## src/rtl/sifh_peak_finder_pkg.sv

```systemverilog
// Shared constants and state encoding for the SiFH histogram peak finder.
package sifh_peak_finder_pkg;

    localparam int NB_DEF       = 6;
    localparam int PEAK_MAX_DEF = 8;
    localparam int RAM_ADDR_DEF = 10;
    localparam int HALF_WIN_DEF = 4;

    typedef enum logic [2:0] {
        ST_IDLE   = 3'd0,
        ST_SCAN   = 3'd1,
        ST_DRAIN  = 3'd2,
        ST_FILTER = 3'd3,
        ST_DONE   = 3'd4
    } state_t;

endpackage

```

## src/rtl/sifh_peak_finder_if.sv

```systemverilog
// Control handshake, result bus and SRAM port-b signals of the peak finder.
// master = SiFH sequencer + SRAM side, slave = the peak finder itself.
interface sifh_peak_finder_if #(
    parameter int NB       = sifh_peak_finder_pkg::NB_DEF,
    parameter int PEAK_MAX = sifh_peak_finder_pkg::PEAK_MAX_DEF,
    parameter int RAM_ADDR = sifh_peak_finder_pkg::RAM_ADDR_DEF
);
    logic                   start;
    logic [RAM_ADDR-NB-1:0] pixIdx;
    logic [RAM_ADDR-1:0]    raddr;
    logic                   rEnable;
    logic                   readFlag;
    logic [PEAK_MAX-1:0]    counts;
    logic                   busy;
    logic                   done;
    logic [NB-1:0]          peakBin;
    logic [PEAK_MAX-1:0]    peakCount;
    logic [NB-1:0]          thMinus;
    logic [NB-1:0]          thPlus;

    modport master (
        output start, pixIdx, counts,
        input  raddr, rEnable, readFlag, busy, done,
               peakBin, peakCount, thMinus, thPlus
    );

    modport slave (
        input  start, pixIdx, counts,
        output raddr, rEnable, readFlag, busy, done,
               peakBin, peakCount, thMinus, thPlus
    );
endinterface

```

## src/rtl/sifh_window_calc.sv

```systemverilog
// Filter window bounds around a peak bin, saturated to [0, 2**NB-1].
// Arithmetic is carried at NB+1 bits so the upper sum cannot wrap.
module sifh_window_calc #(
    parameter int NB       = 6,
    parameter int HALF_WIN = 4
) (
    input  logic [NB-1:0] i_bin,
    output logic [NB-1:0] o_th_minus,
    output logic [NB-1:0] o_th_plus
);
    localparam logic [NB:0] W_HW  = (NB+1)'(HALF_WIN);
    localparam logic [NB:0] W_TOP = (NB+1)'((2**NB) - 1);

    logic [NB:0] w_bin_ext;
    logic [NB:0] w_lo;
    logic [NB:0] w_hi;

    // Saturating subtract / add of the half window
    always_comb begin
        w_bin_ext = {1'b0, i_bin};
        w_lo      = (w_bin_ext < W_HW) ? '0 : (w_bin_ext - W_HW);
        w_hi      = w_bin_ext + W_HW;
        if (w_hi > W_TOP) begin
            w_hi = W_TOP;
        end
        o_th_minus = w_lo[NB-1:0];
        o_th_plus  = w_hi[NB-1:0];
    end
endmodule

```

## src/rtl/sifh_peak_finder.sv

```systemverilog
// SiFH peak finder: scans one pixel's histogram from SRAM port b, keeps the
// first maximum bin and derives a filter window around it.
// Optional feature macro: SIFH_FILTER_WINDOW_EN (window around the peak);
// when undefined the window spans the whole histogram.
//
//  state     | meaning
//  ----------+------------------------------------------------------------
//  ST_IDLE   | waiting for start, SRAM port idle
//  ST_SCAN   | one read per cycle, addresses pixIdx*BIN_NUM + 0..BIN_NUM-1
//  ST_DRAIN  | port idle, last read data is compared
//  ST_FILTER | running max and window are copied to the outputs
//  ST_DONE   | one-cycle done pulse
module sifh_peak_finder #(
    parameter int NB       = sifh_peak_finder_pkg::NB_DEF,
    parameter int PEAK_MAX = sifh_peak_finder_pkg::PEAK_MAX_DEF,
    parameter int RAM_ADDR = sifh_peak_finder_pkg::RAM_ADDR_DEF,
    parameter int HALF_WIN = sifh_peak_finder_pkg::HALF_WIN_DEF
) (
    input logic               clk,
    input logic               res,
    sifh_peak_finder_if.slave bus
);
    import sifh_peak_finder_pkg::*;

    localparam logic [RAM_ADDR-1:0] W_ONE = RAM_ADDR'(1);

    state_t              r_state;
    state_t              w_state_nxt;
    logic [RAM_ADDR-1:0] r_raddr;
    logic                r_dvalid;
    logic [NB-1:0]       r_dbin;
    logic [PEAK_MAX-1:0] r_max_cnt;
    logic [NB-1:0]       r_max_bin;
    logic [NB-1:0]       r_peak_bin;
    logic [PEAK_MAX-1:0] r_peak_cnt;
    logic [NB-1:0]       r_th_minus;
    logic [NB-1:0]       r_th_plus;
    logic [NB-1:0]       w_th_minus;
    logic [NB-1:0]       w_th_plus;
    logic                w_last_bin;
    logic                w_accept;

    assign w_last_bin = &r_raddr[NB-1:0];
    assign w_accept   = (r_state == ST_IDLE) && bus.start;

`ifdef SIFH_FILTER_WINDOW_EN
    sifh_window_calc #(
        .NB       (NB),
        .HALF_WIN (HALF_WIN)
    ) u_window_calc (
        .i_bin      (r_max_bin),
        .o_th_minus (w_th_minus),
        .o_th_plus  (w_th_plus)
    );
`else
    assign w_th_minus = '0;
    assign w_th_plus  = '1;
`endif

    // State register
    always_ff @(posedge clk or negedge res) begin
        if (!res) begin
            r_state <= ST_IDLE;
        end else begin
            r_state <= w_state_nxt;
        end
    end

    // Next-state logic
    always_comb begin
        w_state_nxt = r_state;
        unique case (r_state)
            ST_IDLE:   if (bus.start) w_state_nxt = ST_SCAN;
            ST_SCAN:   if (w_last_bin) w_state_nxt = ST_DRAIN;
            ST_DRAIN:  w_state_nxt = ST_FILTER;
            ST_FILTER: w_state_nxt = ST_DONE;
            ST_DONE:   w_state_nxt = ST_IDLE;
            default:   w_state_nxt = ST_IDLE;
        endcase
    end

    // Read address: loaded with the pixel base on start, stepped through the
    // bins during SCAN, held everywhere else
    always_ff @(posedge clk or negedge res) begin
        if (!res) begin
            r_raddr <= '0;
        end else if (w_accept) begin
            r_raddr <= {bus.pixIdx, {NB{1'b0}}};
        end else if ((r_state == ST_SCAN) && !w_last_bin) begin
            r_raddr <= r_raddr + W_ONE;
        end
    end

    // Track which bin the read data on counts belongs to (one-cycle SRAM latency)
    always_ff @(posedge clk or negedge res) begin
        if (!res) begin
            r_dvalid <= 1'b0;
            r_dbin   <= '0;
        end else begin
            r_dvalid <= (r_state == ST_SCAN);
            r_dbin   <= r_raddr[NB-1:0];
        end
    end

    // Running maximum; strictly-greater update keeps the lowest bin on ties
    always_ff @(posedge clk or negedge res) begin
        if (!res) begin
            r_max_cnt <= '0;
            r_max_bin <= '0;
        end else if (w_accept) begin
            r_max_cnt <= '0;
            r_max_bin <= '0;
        end else if (r_dvalid && (bus.counts > r_max_cnt)) begin
            r_max_cnt <= bus.counts;
            r_max_bin <= r_dbin;
        end
    end

    // Result registers, refreshed only in FILTER
    always_ff @(posedge clk or negedge res) begin
        if (!res) begin
            r_peak_bin <= '0;
            r_peak_cnt <= '0;
            r_th_minus <= '0;
            r_th_plus  <= '0;
        end else if (r_state == ST_FILTER) begin
            r_peak_bin <= r_max_bin;
            r_peak_cnt <= r_max_cnt;
            r_th_minus <= w_th_minus;
            r_th_plus  <= w_th_plus;
        end
    end

    assign bus.raddr     = r_raddr;
    assign bus.readFlag  = (r_state == ST_SCAN);
    assign bus.rEnable   = (r_state != ST_SCAN);
    assign bus.busy      = (r_state != ST_IDLE);
    assign bus.done      = (r_state == ST_DONE);
    assign bus.peakBin   = r_peak_bin;
    assign bus.peakCount = r_peak_cnt;
    assign bus.thMinus   = r_th_minus;
    assign bus.thPlus    = r_th_plus;
endmodule

```

## src/flat_wrapper.sv

```systemverilog
// flat-port wrapper written by rule: the top's interface ports become plain ports
module sifh_peak_finder_flat import sifh_peak_finder_pkg::*;
#(
    parameter int NB       = sifh_peak_finder_pkg::NB_DEF,
    parameter int PEAK_MAX = sifh_peak_finder_pkg::PEAK_MAX_DEF,
    parameter int RAM_ADDR = sifh_peak_finder_pkg::RAM_ADDR_DEF,
    parameter int HALF_WIN = sifh_peak_finder_pkg::HALF_WIN_DEF
)
  (clk, res, bus_start, bus_pixIdx, bus_counts, bus_raddr, bus_rEnable, bus_readFlag, bus_busy, bus_done, bus_peakBin, bus_peakCount, bus_thMinus, bus_thPlus);
  sifh_peak_finder_if #(.NB(NB), .PEAK_MAX(PEAK_MAX), .RAM_ADDR(RAM_ADDR)) bus_i ();
  input logic clk;
  input logic res;
  input wire logic [$bits(bus_i.start)-1:0] bus_start;
  input wire logic [$bits(bus_i.pixIdx)-1:0] bus_pixIdx;
  input wire logic [$bits(bus_i.counts)-1:0] bus_counts;
  output wire logic [$bits(bus_i.raddr)-1:0] bus_raddr;
  output wire logic [$bits(bus_i.rEnable)-1:0] bus_rEnable;
  output wire logic [$bits(bus_i.readFlag)-1:0] bus_readFlag;
  output wire logic [$bits(bus_i.busy)-1:0] bus_busy;
  output wire logic [$bits(bus_i.done)-1:0] bus_done;
  output wire logic [$bits(bus_i.peakBin)-1:0] bus_peakBin;
  output wire logic [$bits(bus_i.peakCount)-1:0] bus_peakCount;
  output wire logic [$bits(bus_i.thMinus)-1:0] bus_thMinus;
  output wire logic [$bits(bus_i.thPlus)-1:0] bus_thPlus;
  assign bus_i.start = bus_start;
  assign bus_i.pixIdx = bus_pixIdx;
  assign bus_i.counts = bus_counts;
  assign bus_raddr = bus_i.raddr;
  assign bus_rEnable = bus_i.rEnable;
  assign bus_readFlag = bus_i.readFlag;
  assign bus_busy = bus_i.busy;
  assign bus_done = bus_i.done;
  assign bus_peakBin = bus_i.peakBin;
  assign bus_peakCount = bus_i.peakCount;
  assign bus_thMinus = bus_i.thMinus;
  assign bus_thPlus = bus_i.thPlus;
  sifh_peak_finder #(.NB(NB), .PEAK_MAX(PEAK_MAX), .RAM_ADDR(RAM_ADDR), .HALF_WIN(HALF_WIN)) u_core (.clk(clk), .res(res), .bus(bus_i));
endmodule
```

## config.mk

```make
export PLATFORM = sky130hd
export DESIGN_NAME = sifh_peak_finder_flat
export DESIGN_NICKNAME = d
export VERILOG_FILES = /design/src/rtl/sifh_peak_finder_pkg.sv /design/src/rtl/sifh_peak_finder_if.sv /design/src/rtl/sifh_window_calc.sv /design/src/rtl/sifh_peak_finder.sv /design/src/flat_wrapper.sv
export SDC_FILE = /design/constraint.sdc
export NUM_CORES = 1
export LEC_CHECK = 0
export ABC_AREA = 1
export BUFFER_PORTS_ARGS = -buffer_cell sky130_fd_sc_hd__buf_2
export CAP_MARGIN = 5
export CORE_UTILIZATION = 48
export CTS_BUF_LIST = sky130_fd_sc_hd__clkbuf_16
export DETAILED_ROUTE_END_ITERATION = 16
export GPL_TIMING_DRIVEN = 0
export HOLD_SLACK_MARGIN = 0.05
export PLACE_DENSITY = 0.76
export REMOVE_ABC_BUFFERS = 1
export SLEW_MARGIN = 20
export SYNTH_ARGS = -nofsm -noshare
export SYNTH_HDL_FRONTEND = slang
export SYNTH_HIERARCHICAL = 1
export SYNTH_SLANG_ARGS = --single-unit
export TNS_END_PERCENT = 30
```

## constraint.sdc

```tcl
create_clock -name clk -period 1.55 [get_ports clk]
set_input_delay 0.155 -clock clk [delete_from_list [all_inputs] [get_ports clk]]
set_output_delay 0.155 -clock clk [all_outputs]
set_load 0.01 [all_outputs]
```

**After elaboration in Yosys (flattened, before gate mapping)**

Cells that the tools add are included.

- Register bits: 49
- Input port bits: 15
- Output and inout bits: 40
- Logic and storage cells: 37

- Add/sub/neg operators: 1
- Order comparisons: 1
- Equal/unequal tests: 7
- Multiplexer cells: 9
- Reduce and logical (&&, ||, !) cells: 10

Operators by type and width:

| cell | count |
|---|---|
| $mux 10 | 2 |
| $mux 8 | 2 |
| $mux 6 | 2 |
| $pmux 3 s4 | 1 |
| $add 10x1->10 const B | 1 |
| $gt 8x8->1 | 1 |
| $eq 3x2->1 const B | 2 |
| $mux 3 | 2 |
| $reduce_and 6->1 | 1 |
| $reduce_bool 2->1 | 2 |
| $eq 3x1->1 const B | 1 |
| $eq 3x3->1 const B | 1 |
| $logic_and 1x1->1 | 3 |
| $logic_not 3->1 | 1 |
| $ne 3x1->1 const B | 1 |
| $reduce_bool 3->1 | 1 |
| $ne 2x1->1 const B | 1 |
| $ne 2x2->1 const B | 1 |
| $reduce_and 2->1 | 1 |
| $logic_not 1->1 | 1 |

**Depth between registers and ports, before layout**

- Word-level depth: 5
- Mapped depth: 13
- Mapped depth without buffers: 12

**Least setup slack after synthesis**

OpenSTA, ideal clock, no wires.

- Path kind: register to register
- Start: register u_core.r_max_cnt[7]
- End: register u_core.r_max_bin[2]
- Setup time: 0.117 ns
- Data arrival time: 1.429 ns
- Required time: 1.433 ns
- Path slack: 0.004 ns
- Cell stages (with the launch flop): 11
- Buffers on the path: 1
- Period minus slack after synthesis: 1.546 ns
- Cells stage by stage: dfrtp_1 > inv_1 > ha_1 > nand2_1 > nor2_1 > nand2_1 > nand2_1 > nand2_2 > buf_2 > nand3_1 > nand2_1

- Cells in the longest elaborated chain, start to end: 3

Ends and longest elaborated chain:

| item | RTL line | RTL |
|---|---|---|
| start, declared | sifh_peak_finder.sv:32 | `logic [PEAK_MAX-1:0] r_max_cnt;` |
| start signal, assigned | sifh_peak_finder.sv:114 | `r_max_cnt <= bus.counts;` |
| $gt 8x8->1 | sifh_peak_finder.sv:113 | `end else if (r_dvalid && (bus.counts > r_max_cnt)) begin` |
| $logic_and 1x1->1 | sifh_peak_finder.sv:113 |  |
| $reduce_bool 2->1 (no source line) | - |  |
| end signal, assigned | sifh_peak_finder.sv:115 | `r_max_bin <= r_dbin;` |
| end, declared | sifh_peak_finder.sv:33 | `logic [NB-1:0] r_max_bin;` |

Every way passes these cells.
A chain may end at the register's enable or synchronous reset.

**Worst setup path in the final report**

Ends and elaborated chain as after synthesis.

==> run metrics <==
status complete, but fails checks; failing checks setup timing; # DRC 0; H-Tree Level Count 2; initial antenna violation count 0; Final Critical Period 1.56 ns; top achievable clock speed 641 MHz; Clk pin slew, worst setup/hold paths 0.06 ns; GRT Total Usage 21.3%; root buffer cell clkbuf_16; core area 4750 µm²; vias per inst 5.11; sequential area share after synthesis 51.4%; synthesized area 2380 µm²; worst skew pair latency 0.28 ns; CTS tree built; Routed Wire Length 5.29 mm; num ports 55; Leak 0.00159 µW; largest net degree at the start of global routing 50; Final period util 101%; CP max FO 4; clock tree buffer depth 2; Remaining Overflow, GRT 0; Layout Cells excl Fill 396; starting density of the core 50.1%; Wirelength per Cell 13.4 µm; RSZ-0062 raised after global routing yes; Max-cap violations 0; startpoint types register; Rows 25; setup TNS -0.00938 ns; Worst Hold Class in2reg; DRT Pass-1 Iters 4; peak supply drop 1.25 mV; Max-slew headroom 60.3%; die height 72.5 µm; Nets 352; Hold WS 0.0879 ns; Post-DRT Antenna Nets 0; count of pins over their slew limit 0; Pwr per Cell Area 1850 nW/µm²; Post-Syn Instances 272; Area growth, synth to finish 29.4%; n_diodes 0; DRT iter0 DRCs 162; gp weighted congestion 0.899; Worst-Margin Slew 0.595 ns; Hold Vio Cnt, Final 0; Setup Skew 0.00216 ns; total number of vias 2023; global-route wire length before repair 8.45 mm; share of layout cells above drive strength 1 36.8%; vias in the first global route 1825; Yosys Warn Count 6; WP data arrival 1.73 ns; Yosys cell types 25; flops & latches, synth 49; DIE WIDTH 72.5 µm; Port Buffers 48; DIE AREA 5250 µm²; dpl hpwl 3.10 mm; CP Capture Type register; Final Setup Violations 1; cts bufs inserted 5; Crit Path Class reg2reg; cell count after placement 372; worst setup slack after layout -0.00938 ns; CTS Sinks 49; Avg Cell Area, Syn 8.76 µm²; Critical Path RT 1.72 ns
==> registers in the layout (all words and copies together) (netlist names) <==
register	count
u_core/bus.raddr	10
u_core/bus.peakCount	8
u_core/r_max_cnt	8
u_core/bus.peakBin	6
u_core/r_dbin	6
u_core/r_max_bin	6
u_core/r_state	3
u_core/bus.thPlus	1
u_core/r_dvalid	1
==> layout by cell type, fill, tap and decap left out, drive strengths merged <==
cell type | synthesis | final
nor2 | 21 | 21
dlygate4sd3 | 0 | 1
buf | 20 | 62
conb | 1 | 6
nor3 | 5 | 5
nand2 | 75 | 75
inv | 28 | 28
clkinv | 0 | 3
or2 | 1 | 1
dfrtp | 49 | 49
xor2 | 1 | 1
a22o | 1 | 1
a21oi | 5 | 5
a21o | 1 | 1
nand4 | 16 | 16
ha | 9 | 9
clkbuf | 0 | 5
o22ai | 1 | 1
a21boi | 1 | 1
o21ai | 15 | 15
nand3 | 22 | 23
==> routing by layer <==
metal | up-vias | wire (µm) | track usage, %
met5 | - | 0 | 0
met4 | 0 | 59 | 6.32
met3 | 7 | 261 | 4.72
met2 | 65 | 2630 | 35.8
met1 | 962 | 2340 | 27.5
li1 | 989 | - | -
==> per-stage QoR <==
stage               util (%)  setup WS [ns]  instance area [µm²]  power (µW)
CTS                     61.5      -0.000447                 2930        5470
global route            64.9        -0.0580                 3090        6160
floorplan                  -         -0.427                 2270        3340
detailed placement      54.8         -0.591                 2600        4000
global placement        54.7          -1.00                 2600        3920
finish                  64.9       -0.00938                 3090        5720
==> area by class of cell <==
class | count | area, µm²
clock buffers | 5 | 125
fillers | 404 | 1670
well taps | 67 | 83.8
clock inverters | 3 | 12.5
flip-flops and latches | 49 | 1230
repair buffers | 63 | 387
inverters | 28 | 108
multi-input cells | 181 | 1140
==> worst max-delay path, cell delays in order (launching register included) <==
cell     delay (ns)
dfrtp_1        0.39
inv_2          0.08
ha_4           0.21
a21o_1         0.19
nor2_4         0.15
nand2_4        0.11
buf_4          0.16
nand4_1        0.08
nand2_1        0.07
==> power by group <==
part	leakage (µW)	total, µW	switching, µW	internal (µW)
registers	0.000636	2080	344	1730
clock network	0.0000687	1010	424	583
logic	0.000881	2640	1570	1070
total	0.00159	5720	2340	3380
==> repair_timing <==
item	4_1_cts	5_1_grt
buffers inserted	8	5
hold endpoints to repair	0	49
pin swaps	8	19
hold buffers	0	1
gates cloned	2	0
gates resized for setup	27	23
setup endpoints to repair	24	33
==> kinds of logic (layout without fill, tap and decap cells) <==
group / after synthesis / after routing / synth area share, %
adders and majority gates: 9 / 9 / 4.72
xor gates and xnor gates: 1 / 1 / 0.368
DFF: 49 / 49 / 51.4
AOI/OAI and AO/OA: 24 / 24 / 6.72
other: 1 / 6 / 0.157
buffers and inverters: 48 / 99 / 9.76
and+or+nand+nor: 140 / 141 / 26.8
==> Yosys cell counts <==
cell type | number | share of area, %
a21boi_2 | 1 | 0.47
a21o_1 | 1 | 0.32
a21oi_1 | 5 | 1.0
a22o_1 | 1 | 0.37
buf_2 | 9 | 1.9
buf_4 | 11 | 3.5
conb_1 | 1 | 0.16
dfrtp_1 | 49 | 51
ha_1 | 9 | 4.7
inv_1 | 26 | 4.1
inv_2 | 2 | 0.32
nand2_1 | 73 | 11
nand2_2 | 1 | 0.26
nand2_4 | 1 | 0.47
nand3_1 | 22 | 4.6
nand4_1 | 16 | 4.2
nor2_1 | 19 | 3.0
nor2_2 | 2 | 0.52
nor3_1 | 3 | 0.63
nor3_4 | 2 | 1.4
o21ai_0 | 8 | 1.7
o21ai_2 | 7 | 2.6
o22ai_1 | 1 | 0.26
or2_2 | 1 | 0.26
xor2_1 | 1 | 0.37
==> final timing paths <==
| check | start | endpoint | slack [ns] | cells past startpoint |
|---|---|---|---|---|
| min | bus_pixIdx[0] | u_core/bus.raddr[6] | 0.09 | 3 |
| max | u_core/r_max_cnt[7] | u_core/r_max_bin[2] | -0.009 | 8 |
| max in group asynchronous | res | u_core/bus.raddr[0] | 0.69 | 2 |
| min in group asynchronous | res | u_core/bus.peakCount[1] | 0.43 | 2 |
| max reg2reg | u_core/r_max_cnt[7] | u_core/r_max_bin[2] | -0.009 | 8 |
| min reg2reg | u_core/bus.raddr[1] | u_core/r_dbin[1] | 0.46 | 0 |
Power figures use the tool's default switching activity.
